[config.mk]
export PLATFORM = sky130hd
export DESIGN_NAME = calc_linear_rate_mc
export DESIGN_NICKNAME = d
export VERILOG_FILES = /design/src/rtl/calc_lr_pkg.sv /design/src/rtl/calc_lr_seq_div.sv /design/src/rtl/calc_linear_rate_mc.sv
export SDC_FILE = /design/constraint.sdc
export NUM_CORES = 2
export LEC_CHECK = 0
export BUFFER_PORTS_ARGS = -buffer_cell sky130_fd_sc_hd__buf_4
export CAP_MARGIN = 15
export CELL_PAD_IN_SITES_DETAIL_PLACEMENT = 0
export CELL_PAD_IN_SITES_GLOBAL_PLACEMENT = 2
export CORE_ASPECT_RATIO = 0.6
export CORE_MARGIN = 5
export CORE_UTILIZATION = 43
export DETAILED_ROUTE_END_ITERATION = 7
export PLACE_DENSITY = 0.94
export SYNTH_ARGS = -nofsm -noshare
export SYNTH_HDL_FRONTEND = slang
export SYNTH_SLANG_ARGS = --single-unit
[constraint.sdc]
create_clock -name clk -period 9.3 [get_ports clk]
set_input_delay 0.465 -clock clk [delete_from_list [all_inputs] [get_ports clk]]
set_output_delay 0.465 -clock clk [all_outputs]
set_load 0.05 [all_outputs]
[src/rtl/calc_lr_pkg.sv]
// Shared types and fixed-point helpers for the linear-rate calculator.
// Imported by the top and the sequential divider.
package calc_lr_pkg;

  typedef enum logic [1:0] {
    IDLE,
    DIV,
    MUL,
    OUT
  } state_e;

  function automatic logic [127:0] one_fx(input int unsigned frac);
    return 128'(1) << frac;
  endfunction

  function automatic logic [127:0] sat_u(
    input logic [127:0] v,
    input int unsigned  w
  );
    logic [127:0] lim;
    lim = (128'(1) << w) - 128'(1);
    return (v > lim) ? lim : v;
  endfunction

endpackage

[src/rtl/calc_lr_seq_div.sv]
// Iterative restoring divider, one quotient bit per cycle, MSB first.
// done is high in the last busy cycle; quotient is valid after that edge.
module calc_lr_seq_div
  import calc_lr_pkg::*;
#(
  parameter int N = 32,
  parameter int D = 16
) (
  input  logic         clk,
  input  logic         reset,
  input  logic         start,
  input  logic [N-1:0] dividend,
  input  logic [D-1:0] divisor,
  output logic         busy,
  output logic         done,
  output logic [N-1:0] quotient
);

  localparam int CW = $clog2(N + 1);

  logic [N-1:0]  q_q, q_d;
  logic [D-1:0]  r_q, r_d;
  logic [D-1:0]  d_q, d_d;
  logic [CW-1:0] cnt_q, cnt_d;
  logic          busy_q, busy_d;

  logic [D:0] rs;
  logic [D:0] diff;
  logic       ge;

  always_comb begin
    rs    = {r_q, q_q[N-1]};
    diff  = rs - {1'b0, d_q};
    ge    = rs >= {1'b0, d_q};
    q_d   = q_q;
    r_d   = r_q;
    d_d   = d_q;
    cnt_d = cnt_q;
    busy_d = busy_q;
    if (start) begin
      q_d    = dividend;
      r_d    = '0;
      d_d    = divisor;
      cnt_d  = CW'(N);
      busy_d = 1'b1;
    end else if (busy_q) begin
      q_d   = {q_q[N-2:0], ge};
      r_d   = ge ? diff[D-1:0] : rs[D-1:0];
      cnt_d = cnt_q - CW'(1);
      if (cnt_q == CW'(1)) busy_d = 1'b0;
    end
  end

  always_ff @(posedge clk or negedge reset) begin
    if (!reset) begin
      q_q    <= '0;
      r_q    <= '0;
      d_q    <= '0;
      cnt_q  <= '0;
      busy_q <= 1'b0;
    end else begin
      q_q    <= q_d;
      r_q    <= r_d;
      d_q    <= d_d;
      cnt_q  <= cnt_d;
      busy_q <= busy_d;
    end
  end

  assign busy     = busy_q;
  assign done     = busy_q && (cnt_q == CW'(1));
  assign quotient = q_q;

endmodule

[src/rtl/calc_linear_rate_mc.sv]
// Per-task linear rate: (nnz/shape) * inv_avg_sparsity, fixed point,
// one request at a time through a handshaked divide/multiply pipeline.
module calc_linear_rate_mc
  import calc_lr_pkg::*;
#(
  parameter int SCORE_BITWIDTH = 32,
  parameter int DATA_WIDTH     = 16,
  parameter int FRAC_BITS      = 16,
  parameter int NUM_TASKS      = 4,
  localparam int TASK_W = (NUM_TASKS > 1) ? $clog2(NUM_TASKS) : 1
) (
  input  logic                      clk,
  input  logic                      reset,
  input  logic                      cfg_vld,
  input  logic [TASK_W-1:0]         cfg_task,
  input  logic [SCORE_BITWIDTH-1:0] cfg_dat,
  input  logic                      in_vld,
  output logic                      in_rdy,
  input  logic [TASK_W-1:0]         in_task,
  input  logic [DATA_WIDTH-1:0]     in_nnz,
  input  logic [DATA_WIDTH-1:0]     in_shape,
  output logic                      out_vld,
  input  logic                      out_rdy,
  output logic [TASK_W-1:0]         out_task,
  output logic [SCORE_BITWIDTH-1:0] out_rate,
  output logic                      out_dbz
);

  localparam int SW = SCORE_BITWIDTH;
  localparam int QW = DATA_WIDTH + FRAC_BITS;
  localparam int PW = QW + SW;
  localparam logic [SW-1:0] ONE = SW'(one_fx(FRAC_BITS));

  state_e            state_q, state_d;
  logic [TASK_W-1:0] task_q, task_d;
  logic [SW-1:0]     inv_q, inv_d;
  logic              dbz_q, dbz_d;
  logic [SW-1:0]     rate_q, rate_d;
  logic [SW-1:0]     tbl_q [NUM_TASKS];
  logic [SW-1:0]     tbl_d [NUM_TASKS];

  logic          accept;
  logic [SW-1:0] inv_rd;
  logic          div_start, div_busy, div_done;
  logic [QW-1:0] div_quo;
  logic [QW-1:0] quo;
  logic [PW-1:0] prod;
  logic          quo_ovf;

  assign in_rdy = (state_q == IDLE) && reset;
  assign accept = in_vld && in_rdy;

  always_comb begin
    inv_rd = ONE;
    for (int i = 0; i < NUM_TASKS; i++) begin
      tbl_d[i] = tbl_q[i];
      if (in_task == TASK_W'(i)) inv_rd = tbl_q[i];
      if (cfg_vld && cfg_task == TASK_W'(i)) tbl_d[i] = cfg_dat;
    end
  end

  // Divide-by-zero skips the divider with an all-ones quotient.
  assign quo     = dbz_q ? '1 : div_quo;
  assign prod    = PW'(quo) * PW'(inv_q);
  assign quo_ovf = (PW'(quo) >> SW) != '0;

  always_comb begin
    state_d   = state_q;
    task_d    = task_q;
    inv_d     = inv_q;
    dbz_d     = dbz_q;
    rate_d    = rate_q;
    div_start = 1'b0;
    unique case (state_q)
      IDLE: begin
        if (accept) begin
          task_d    = in_task;
          inv_d     = inv_rd;
          dbz_d     = (in_shape == '0);
          div_start = (in_shape != '0);
          state_d   = (in_shape == '0) ? MUL : DIV;
        end
      end
      DIV: begin
        if (div_done || !div_busy) state_d = MUL;
      end
      MUL: begin
        rate_d  = quo_ovf ? '1 :
                  SW'(sat_u(128'(prod >> FRAC_BITS), SW));
        state_d = OUT;
      end
      OUT: begin
        if (out_rdy) state_d = IDLE;
      end
      default: state_d = IDLE;
    endcase
  end

  always_ff @(posedge clk or negedge reset) begin
    if (!reset) begin
      state_q <= IDLE;
      task_q  <= '0;
      inv_q   <= '0;
      dbz_q   <= 1'b0;
      rate_q  <= '0;
      for (int i = 0; i < NUM_TASKS; i++) tbl_q[i] <= ONE;
    end else begin
      state_q <= state_d;
      task_q  <= task_d;
      inv_q   <= inv_d;
      dbz_q   <= dbz_d;
      rate_q  <= rate_d;
      for (int i = 0; i < NUM_TASKS; i++) tbl_q[i] <= tbl_d[i];
    end
  end

  calc_lr_seq_div #(
    .N(QW),
    .D(DATA_WIDTH)
  ) u_div (
    .clk     (clk),
    .reset   (reset),
    .start   (div_start),
    .dividend({in_nnz, {FRAC_BITS{1'b0}}}),
    .divisor (in_shape),
    .busy    (div_busy),
    .done    (div_done),
    .quotient(div_quo)
  );

  assign out_vld  = (state_q == OUT);
  assign out_task = task_q;
  assign out_rate = rate_q;
  assign out_dbz  = dbz_q;

endmodule
[Word-level counts from Yosys, hierarchy flattened]
Index checks and enable logic that the tools add are counted.
Operators by class
  reduce and logical (&&, ||, !) cells: 17
  add/sub/neg operators: 2
  multiplexer cells: 23
  eq/ne operators: 13
  $lt $le $gt $ge: 2
  multipliers: 1
Operator list (number)
  32-bit 2-to-1 mux: 8
  32-bit by 32-bit multiplier with 64-bit output: 1
  48-bit by 32-bit > comparator with 1-bit output, second input constant: 1
  16-bit 2-to-1 mux: 3
  17-bit by 16-bit >= comparator with 1-bit output: 1
  16-bit logical NOT: 1
  16-bit nonzero test: 1
  16-bit subtractor: 1
  2-bit equality test, second input constant: 6
  6-bit 2-to-1 mux: 2
  2-bit 2-to-1 mux: 4
  2-bit one-hot mux with 4 select lines: 1
  1-bit logical AND: 7
  2-bit by 1-bit equality test with 1-bit output, second input constant: 3
  6-bit by 1-bit equality test with 1-bit output, second input constant: 1
  2-bit logical NOT: 3
  6-bit by 1-bit subtractor with 6-bit output, second input constant: 1
  1-bit 2-to-1 mux: 5
  2-bit inequality test, second input constant: 2
  3-bit AND reduction: 1
  2-bit by 1-bit inequality test with 1-bit output, second input constant: 1
  2-bit AND reduction: 1
  2-bit nonzero test: 1
  1-bit logical NOT: 1
  1-bit logical OR: 1
Word-level totals
  register bits: 268
  output and inout bits: 37
  input port bits: 73

[Logic depth before layout (Yosys ltp)]
  depth after elaboration: 6
  mapped depth: 32
  depth with buffers taken out: 27

[Hierarchy]
A second synthesis with hierarchy kept.
Second synthesis, totals
  cells, all modules: 4855
  area total of the unflattened synthesis: 46064.2 um2
By module, submodules not included
  calc_linear_rate_mc: sequential area each 4934.7 um2, area each 41986.5 um2, cells an instance 4418, times used 1
  calc_lr_seq_div: sequential area each 1776.7 um2, area each 4077.7 um2, cells an instance 437, times used 1

[Least setup slack after synthesis]
No wires, ideal clock.
  path kind: register -> register
  start: reg dbz_q (netlist: out_dbz)
  end: reg rate_q[20] (netlist: out_rate[20])
  cell stages (with the launch flop): 32
  buffers on the path: 5
  data required time: 9.169 ns
  slack: 0.722 ns
  period minus slack after synthesis: 8.578 ns
  data arrival time: 8.447 ns
  setup time: 0.131 ns
  cells stage by stage: dfrtp_1 clkbuf_1 clkbuf_1 or2_2 clkbuf_1 nand2_1 fa_1 inv_1 fa_1 fa_1 inv_1 fa_1 inv_1 fa_1 inv_1 fa_1 inv_1 fa_1 fa_1 ha_1 buf_2 a211oi_1 o21ai_0 o22ai_1 a31oi_4 a41oi_4 o31a_4 o21ai_0 mux2_2 nor4_2 buf_2 a31oi_1
Between the ends
  word-level cells in the longest chain between the ends: 4
RTL lines
  from (decl): line calc_linear_rate_mc.sv:37  | logic dbz_q, dbz_d;
  from (signal assigned): line calc_linear_rate_mc.sv:111  | dbz_q <= dbz_d;
  32-bit 2-to-1 mux *: line calc_linear_rate_mc.sv:63  | assign quo = dbz_q ? '1 : div_quo;
  32-bit by 32-bit multiplier with 64-bit output *: line calc_linear_rate_mc.sv:64  | assign prod = PW'(quo) * PW'(inv_q);
  48-bit by 32-bit > comparator with 1-bit output: line calc_lr_pkg.sv:22  | return (v > lim) ? lim : v;
  32-bit 2-to-1 mux *: line calc_lr_pkg.sv:22
  to (signal assigned): line calc_linear_rate_mc.sv:112  | rate_q <= rate_d;
  to (decl): line calc_linear_rate_mc.sv:38  | logic [SW-1:0] rate_q, rate_d;
Every way passes the cells marked *; elsewhere a longest branch is shown, timed or not.
A chain may end at the register's enable or synchronous reset.

[Final worst setup path]
  start: reg dbz_q (netlist: out_dbz)
  end: reg rate_q[25] (netlist: out_rate[25])
The elaborated chain is that of the path after synthesis.

==> results.py <==
metrics = {
    "outcome": {
        "outcome": "completed",
    },
    "yosys": {
        "synthFlopType": "dfrtp_1",
        "synth_area_leaders": "fa_1, dfrtp_1, ha_1",
        "netlist_instances": 4752,
        "synthAdderAreaFrac_pct": 47.0,
        "syn-cell-area_um2": 45700,
        "synthTopCellsByCount": "inv_1, fa_1, nand2_1, and2_1, ha_1",
        "ys_warn_count": 0,
        "synth_top_area_share_pct": 39.2,
        "syn_area_per_cell_um2": 9.62,
        "synth-xor-area-share_pct": 1.02,
        "synth_compound_area_share_pct": 4.98,
        "yosys.area.top_type": "fa_1",
        "synth-edff-count": 0,
        "synth_most_common_cell": "inv_1",
        "synth-async-reset-ratio_pct": 100,
        "synth_nets": 6003,
        "ys_types": 81,
        "muxShareOfSynthArea_pct": 6.69,
        "ys_ff_latch": 268,
        "yosys.area_share.simple_pct": 15.6,
        "seq_area_frac_synth_pct": 14.7,
        "synth_top_family_by_area": "adder cells",
    },
    "placed_design": {
        "placed_cells": 6119,
        "pre_cts_ws_ns": 0.103,
        "routabilityCongestion": 0.936,
        "post-dp-hpwl_um": 109000,
        "port_buffers": 109,
    },
    "timing": {
        "maxSlewViolCount": 0,
        "fmax_ghz": 0.111,
        "clock-skew-final_ns": 0.0259,
        "setup_viol": 0,
        "min_period_over_period_pct": 96.8,
        "relSlewSlack_pct": 28.0,
        "final_hold_viol_count": 0,
        "layout_setup_ws_ns": 0.298,
        "worst_pin_slew_ns": 1.08,
        "fin_crit_ns": 9.00,
    },
    "cts": {
        "clk_path_buf_depth": 3,
        "clock_sinks": 268,
        "cts_tree": "yes",
        "h-tree-depth": 1,
        "clk_pin_slew_ns": 0.06,
        "clk_latency_ns": 0.61,
        "cts_buffers": 31,
        "cts_root_buf": "clkbuf_16",
    },
    "floorplan": {
        "coreArea_um2": 105000,
        "io_pins": 110,
        "start_util_pct": 43.4,
        "die_y_um": 263,
        "dieArea_um2": 113000,
        "rows": 92,
        "fp.dieW_um": 431,
    },
    "setup_path": {
        "crit_top_cell": "fa_1",
        "startpoint": "out_dbz",
        "cp-end-kind": "flip-flop",
        "worst_ep_required_time_ns": 9.77,
        "critPathKind": "flip-flop to flip-flop",
        "timing.rr.start": "out_dbz",
        "slowest_stage": "dfrtp_2",
        "critical_path_arrival_ns": 9.47,
        "crit_fanout": 32,
        "startpoint_type": "flip-flop",
        "max_stage_delay_ns": 0.58,
    },
    "cells_and_area": {
        "drive_gt1_share_pct": 12.0,
        "final_nets": 5994,
        "fin_cells": 6179,
        "n_fill_cell": 10000,
        "syn2layout_area_growth_pct": 8.31,
    },
    "routing": {
        "ant_nets": 0,
        "route.detailed.drc": 0,
        "num_vias": 32400,
        "drt-total-wl_um": 131000,
        "drtPass1Iterations": 7,
        "vias_per_cell": 5.24,
        "first_iter_violations": 2597,
        "wl_per_cell_um": 21.2,
    },
    "flow_run": {
        "max_cap_viol_count": 0,
    },
    "grt": {
        "grt_max_degree": 84,
        "antenna_found_initial": 3,
        "grt_first_pass_wirelength_um": 207000,
        "grt-ovfl-total": 0,
        "track_usage_pct": 23.4,
        "grt_pass1_vias": 34500,
    },
    "worst_hold_path": {
        "hold_class": "input pin to flip-flop",
        "hold_start": "in_nnz[14]",
    },
}
sequential cells by signal, indices dropped and copies added, names as in the netlist:
signal	count
u_div.cnt_q	6
out_task	2
out_rate	32
u_div.quotient	32
out_dbz	1
u_div.d_q	16
state_q	2
tbl_q	128
u_div.r_q	16
inv_q	32
u_div.busy	1
path summary, 6_finish.rpt:
check | endpoint | slack [ns] | depth (start not counted)
max | out_rate[25] | 0.30 | 28
max in group asynchronous | u_div.quotient[24] | 7.38 | 3
max reg2reg | out_rate[25] | 0.30 | 28
min reg2reg | tbl_q[92] | 0.50 | 1
min | u_div.quotient[30] | 0.06 | 3
min in group asynchronous | u_div.quotient[15] | 0.43 | 2
cell type report:
cell class,count,area [um2],share of cell area (%)
multi-input cells,3267,34500,69.6
flip-flops and latches,268,6720,13.6
inverters,915,3430,6.94
repair buffers,260,2110,4.27
well taps,1410,1760,3.56
clock buffers,42,847,1.71
clock inverters,16,175,0.354
diodes,1,2.50,0.00505
stage by stage:
| step | util, % | hold slack (ns) | area [um2] | TNS (ns) |
|---|---|---|---|---|
| 6_report | 47.1 | 0.0625 | 49500 | 0 |
| 3_3_place_gp | 46.0 | 0.474 | 48400 | 0 |
| 5_1_grt | 47.1 | 0.0523 | 49500 | -0.0285 |
| 2_1_floorplan | - | 0.169 | 45700 | 0 |
| 4_1_cts | 47.0 | 0.0264 | 49500 | 0 |
| 3_5_place_dp | 46.0 | 0.484 | 48400 | 0 |
timing repair:
| item | 4_1_cts | 5_1_grt |
|---|---|---|
| hold endpoints to repair | 56 | 0 |
| setup endpoints to repair | 0 | 32 |
| hold buffers | 1 | 0 |
| gates resized for setup | 0 | 18 |
| setup buffers | 0 | 0 |
cells in the final DEF (no fill, tap or decap), types with 36 or more instances in the layout:
master   synthesis  final
buf_4            0    246
xnor2_1         36     36
ha_1           282    279
dfrtp_1        264    262
o21ai_0         81     81
a31oi_1         38     38
fa_1           896    896
and2_1         497    497
a21o_1          38     38
inv_1          915    915
a21oi_1         76     76
nor2_1         148    147
mux2i_1         49     49
nand2_1        631    630
mux2_2         164    164
worst max-delay path, delay by kind of cell, from the launching register on:
family	cells	cell delay, ns
adder cells (fa/ha/maj)	9	3.88
AO/OA/AOI/OAI	6	1.73
AND/OR/NAND/NOR	5	1.53
buffers and inverters	7	0.92
flip-flops	1	0.58
XOR/XNOR	1	0.18
logic make-up after synthesis:
kind of cell,after synthesis
multiplexers,245
AO/OA/AOI/OAI,344
XOR/XNOR,53
adder cells (fa/ha/maj),1178
flip-flops,268
buffers and inverters,1217
AND/OR/NAND/NOR,1447
metal layers:
layer / global-route usage, % / part of all wire [%] / vias up
met3: 8.70 / 11 / 105
met2: 31.6 / 40 / 1181
met1: 35.9 / 47 / 16700
met5: 0.631 / 0.10 / -
met4: 3.98 / 1.7 / 6
li1: - / - / 14400
Power is not shown: default switching activity piles up to over one toggle a cycle in this logic, so the estimate is an artifact.
